<file path="config.mk">
export PLATFORM = sky130hd
export DESIGN_NAME = serial_pattern_source
export DESIGN_NICKNAME = d
export VERILOG_FILES = /design/src/rtl/serial_pattern_source.sv
export SDC_FILE = /design/constraint.sdc
export NUM_CORES = 1
export LEC_CHECK = 0
export ABC_AREA = 1
export BUFFER_PORTS_ARGS = -buffer_cell sky130_fd_sc_hd__buf_2
export CAP_MARGIN = 20
export CELL_PAD_IN_SITES_DETAIL_PLACEMENT = 0
export CELL_PAD_IN_SITES_GLOBAL_PLACEMENT = 1
export CORE_MARGIN = 2
export CORE_UTILIZATION = 43
export CTS_CLUSTER_DIAMETER = 150
export CTS_CLUSTER_SIZE = 24
export DETAILED_ROUTE_END_ITERATION = 8
export PLACE_DENSITY = 0.88
export SYNTH_ARGS = -nofsm -noshare
export SYNTH_HDL_FRONTEND = slang
export SYNTH_SLANG_ARGS = --single-unit
</file>
<file path="constraint.sdc">
create_clock -name clk -period 5.05 [get_ports clk]
set_clock_uncertainty 0.2 [all_clocks]
set_input_delay 1.01 -clock clk [delete_from_list [all_inputs] [get_ports clk]]
set_output_delay 1.01 -clock clk [all_outputs]
set_load 0.005 [all_outputs]
</file>
<file path="src/rtl/serial_pattern_source.sv">
// serial_pattern_source: LFSR-paced injector that serialises {start, dest, src, seq} frames MSB first.
module serial_pattern_source #(
    parameter int NODE_ID = 0,
    parameter int NUM_NODES = 9,
    parameter int ADDR_SZ = 4,
    parameter int PAYLOAD_SZ = 8,
    parameter int PIR = 255,
    parameter int MODE = 0,
    parameter int FIXED_DEST = 0,
    parameter logic [7:0] SEED = 8'hA5
) (
    input  logic        clk,
    input  logic        reset,
    input  logic        busy,
    input  logic        send,
    output logic        data,
    output logic        active,
    output logic [15:0] packets_sent
);
    localparam int FRAME_LEN = 1 + 2 * ADDR_SZ + PAYLOAD_SZ;
    localparam int CW = $clog2(FRAME_LEN);
    localparam logic [ADDR_SZ-1:0] SRC = ADDR_SZ'(NODE_ID);
    localparam logic [ADDR_SZ-1:0] NEXT = ADDR_SZ'((NODE_ID + 1) % NUM_NODES);
    localparam logic [ADDR_SZ-1:0] MIRROR = ADDR_SZ'(NUM_NODES - 1 - NODE_ID);
    localparam logic [ADDR_SZ-1:0] FIXED = ADDR_SZ'(FIXED_DEST);
    localparam logic [7:0] RATE = 8'(PIR);

    typedef enum logic {IDLE, SHIFT} state_t;

    state_t                 state;
    logic [7:0]             lfsr;
    logic [FRAME_LEN-2:0]   sr;
    logic [CW-1:0]          cnt;
    logic [ADDR_SZ-1:0]     rnd;
    logic [ADDR_SZ-1:0]     dest;
    logic [PAYLOAD_SZ-1:0]  seq;
    logic                   inject;

    assign rnd = ADDR_SZ'(32'(lfsr) % NUM_NODES);
    assign seq = PAYLOAD_SZ'(packets_sent);
    assign inject = send && (PIR == 255 || lfsr < RATE);

    // a random pick that lands on ourselves is redirected to the next node
    always_comb begin
        dest = MODE == 1 ? FIXED : MODE == 2 ? MIRROR : MODE == 3 ? NEXT : (rnd == SRC ? NEXT : rnd);
    end

    // sr holds the bits still to be sent after the one currently on data
    always_ff @(posedge clk) begin
        if (reset) begin
            state <= IDLE;
            lfsr <= SEED;
            sr <= '0;
            cnt <= '0;
            data <= 1'b0;
            active <= 1'b0;
            packets_sent <= '0;
        end else begin
            lfsr <= {lfsr[6:0], lfsr[7] ^ lfsr[5] ^ lfsr[4] ^ lfsr[3]};
            if (state == IDLE) begin
                if (inject) begin
                    state <= SHIFT;
                    sr <= {dest, SRC, seq};
                    cnt <= CW'(FRAME_LEN - 1);
                    data <= 1'b1;
                    active <= 1'b1;
                end
            end else if (!busy) begin
                if (cnt == '0) begin
                    state <= IDLE;
                    data <= 1'b0;
                    active <= 1'b0;
                    packets_sent <= packets_sent + 16'd1;
                end else begin
                    data <= sr[FRAME_LEN-2];
                    sr <= {sr[FRAME_LEN-3:0], 1'b0};
                    cnt <= cnt - CW'(1);
                end
            end
        end
    end
endmodule

</file>
==> out/metrics.sh <==
FLOORPLAN.DIE.WIDTH_UM=87.8
DRT_PRE_ANTENNA_ITERS=4
INITIAL_UTILIZATION_PCT=44.4
MULTI_INPUT_AREA_MM2=0.00180
REGTOREGSTARTPOINT='lfsr[5]$_SDFF_PP1_'
WORST_ENDPOINT_REQUIRED_TIME_PS=5010
CAP_VIOL_MAX_COUNT=0
FF2FF_PATH_DEPTH=33
GRT_SETUP_UNREPAIRED='no'
CORE-AREA_MM2=0.00679
AREA_SHARE_OF_THE_LEADING_CELL_TYPE_IN_THE_SYNTHESIZED_NETLIST_PCT=31.8
POWER_LEAKAGE_nW=1.55
SETUP_VIOL=0
SYNTH-EDFF-COUNT=0
NUMBER_OF_BUFFERS_ADDED_TO_FIX_HOLD_VIOLATIONS_AFTER_CTS=0
GRT_USE_MET3_PCT=3.39
IOS=22
UTILIZATION_PCT=49.0
CTS_BUFFERS=5
SETUP_SLACK_PS=581
SYNTH.FF_LATCH_COUNT=48
QUANTITY_OF_I_O_BUFFERS_INSERTED_ON_PORTS=21
STATUS='finished, final reports clean'
GRT_MAX_DEGREE=25
NETLIST-CELL-TYPE-COUNT=35
AREA.GROWTH.SYNTH_TO_FINAL_PCT=10.2
YS_DOMINANT_REG_CELL='dfxtp_1'
POST-LAYOUT-TOTAL-POWER_mW=1.10
NETLIST.TOP_CELL.BY_AREA='dfxtp_1'
ROUTE.VIAS.TOTAL=2917
DRT_WL_TOTAL_UM=6500
CRIT_PATH_MAX_INCR_DELAY_PS=320
CLKSLEWWORSTSETUPHOLDPATHS_PS=80
GRT_PASS1_WL_UM=11600
SYNTHESIS.AREA_MM2=0.00302
LAYOUT_COMMON_CELLS='nand2_1, inv_1, dfxtp_1'
DIE-AREA_MM2=0.00771
WORST_HOLD_PATH.ENDPOINT='sr[10]$_SDFFE_PP0P_'
POWER-PER-CELL-AREA_mW_PER_MM2=331
POST_ROUTE_CELLS_DRIVE_ABOVE_1_SHARE_PCT=13.8
GLOBAL_ROUTE.OVERFLOW_TOTAL=0
DRT_ITER0_MARKERS=156
ROUTE.DETAILED.VIAS_PER_INST=5.08
SEQCELLAREA_UM2=961
CRITPATHKIND='flop to flop'
FILLER_CELL_COUNT=702
PLACE_WORST_SETUP_SLACK_PS=408
GRT_MOST_USED_LAYER='met2'
TRITONCTS='done'
DIODES=0
DRCVIOLATIONCOUNT=0
CRITICAL-PATH-TOP-CELL-BY-COUNT='nand2_1'
CLOCK_INSERTION_DELAY_WORST_SKEW_PS=300
TIGHTESTPINTRANSITION_PS=684
DRTANTENNAVIOLNETS=0
CTS_MAX_LEVEL=2
CTS.SINK_COUNT=48
ROWS=30
SYNTH-WARNING-COUNT=0
FF2FF_SETUP_SLACK_PS=580
WORST_HOLD_PATH.NUM_CELLS=2
FMAX_MHz=224
SYNTH.NET_COUNT=470
GRTUSAGETOTAL_PCT=18.3
DIEHEIGHT_UM=87.8
FINALHOLDVIOLCOUNT=0
FINAL_MIN_PERIOD_OVER_CLOCK_PERIOD_PCT=88.5
FINAL_COMMON_CELL='nand2_1'
GRT_PASS1_VIAS=2647
NUMNETS_FINAL=491
WP_DATA_ARRIVAL_PS=4430
SYNTH_AREA_PER_CELL_UM2=6.62
YS_TOP_CELLS_BY_AREA='dfxtp_1, nand2_1, inv_1'
DRT-WIRELENGTH-PER-CELL_UM=11.3
MIN-DELAY-START='sr[10]$_SDFFE_PP0P_'
MAX_SLEW_MARGIN_PCT=54.4
CRIT_END_CATEGORY='flop'
TOTALNEGATIVESETUPSLACK_PS=0
SETUP.WORST_PATH.START_CLASS='flop'
REG_TO_REG_CRITICAL_PATH_ENDPOINT='sr[12]$_SDFFE_PP0P_'
SLOWEST_CELL_ON_THE_CRITICAL_PATH='dfxtp_1'
SYNTH_ASYNC_SR_FLOP_SHARE_PCT=0
WORST-PATH-MAX-FANOUT=7
GRT_ANTENNA_BEFORE_REPAIR=0
DP_HPWL_UM=4840
IR_WORST_VDD_V=0.000169
MIN_DELAY_PATH_CLASS='flop to flop'
GP_CONGESTION=0.844
GRT_USE_MET1_PCT=24.7
SLEW_VIOLATIONS=0
CTS.PATH.MAX_BUFFERS=2
PORTION_OF_THE_POST_SYNTHESIS_AREA_USED_BY_SEQUENTIAL_ELEMENTS_PCT=31.8
CTS.ROOT.BUFFER_CELL='clkbuf_8'
GRTUSAGEMET2_PCT=30.1
FINAL_CRITICAL_DELAY_INCLUDING_SETUP_AND_EXTERNAL_DELAYS_PS=4470
NETLIST_INSTANCES=456
-- stage by stage --
step | cell area [um2] | hold WS [ps] | std cells
after floorplan | 3020 | 233 | 456
after global placement | 3210 | 247 | 564
after detailed placement | 3210 | 255 | 564
after CTS | 3290 | 263 | 572
after global routing | 3330 | 286 | 574
final | 3330 | 265 | 574
-- cell usage after synthesis (9+ instances only) --
| library cell | instances |
|---|---|
| o21ai_0 | 21 |
| nor2_1 | 37 |
| a31oi_1 | 9 |
| nand4_1 | 14 |
| nand2_2 | 12 |
| ha_1 | 10 |
| nand2_1 | 125 |
| a21oi_1 | 30 |
| inv_1 | 61 |
| nand3_1 | 28 |
| dfxtp_1 | 48 |
-- routing by layer --
metal,routed length (um),vias up
li1,-,1532
met1,3160,1344
met2,3080,37
met3,213,4
met4,42,0
met5,0,-
-- cell type report --
cell class                      count  share of cell area (%)
Clock inverter                      1                   0.263
Sequential cell                    48                    28.9
Clock buffer                        7                    2.29
Timing Repair Buffer               24                    3.83
Multi-Input combinational cell    335                    54.0
Tap cell                           96                    3.61
Inverter                           63                    7.11
-- worst max-delay path by stage --
stage / to / startpoint / cells after the start
after global routing: sr[12]$_SDFFE_PP0P_ / lfsr[5]$_SDFF_PP1_ / 34
after floorplan: sr[12]$_SDFFE_PP0P_ / lfsr[5]$_SDFF_PP1_ / 33
after detailed placement: sr[12]$_SDFFE_PP0P_ / lfsr[4]$_SDFF_PP0_ / 32
final: sr[12]$_SDFFE_PP0P_ / lfsr[5]$_SDFF_PP1_ / 33
after global placement: sr[12]$_SDFFE_PP0P_ / lfsr[4]$_SDFF_PP0_ / 32
after CTS: sr[12]$_SDFFE_PP0P_ / lfsr[4]$_SDFF_PP0_ / 32
-- sequential cells by signal, summed over array words and instances (netlist names) --
| name | flops |
|---|---|
| lfsr | 8 |
| packets_sent | 16 |
| sr | 16 |
| cnt | 5 |
| data | 1 |
| state | 1 |
| active | 1 |
-- power by group --
group | switching [mW] | leakage (nW) | internal [mW]
sequential | 0.0183 | 0.393 | 0.402
combinational | 0.308 | 1.11 | 0.151
clock | 0.122 | 0.0424 | 0.0990
-- worst max-delay path: cells and delay by family, from the launching register on --
| family | cells | cell delay (ps) |
|---|---|---|
| flops | 1 | 320 |
| buf+inv | 4 | 330 |
| fa+ha+maj | 3 | 530 |
| compound gates | 2 | 270 |
| simple gates | 23 | 2450 |
| xor+xnor | 1 | 210 |
-- logic make-up (layout without fill, tap and decap cells) --
logic type      count (synthesis)  after routing  synth area share [%]
fa+ha+maj                      10             10                  4.14
xor+xnor                        6              6                  1.99
buf+inv                        73             95                  9.37
simple gates                  252            252                  40.6
flops                          48             48                  31.8
compound gates                 67             67                  12.1
-- timing repair --
action / in CTS / in global routing
endpoints found under the setup margin: 0 / 4
resized for setup: 0 / 3
buffers inserted: 0 / 2
endpoints found under the hold margin: 0 / 0
No activity file was read; power rests on OpenSTA's default activity.
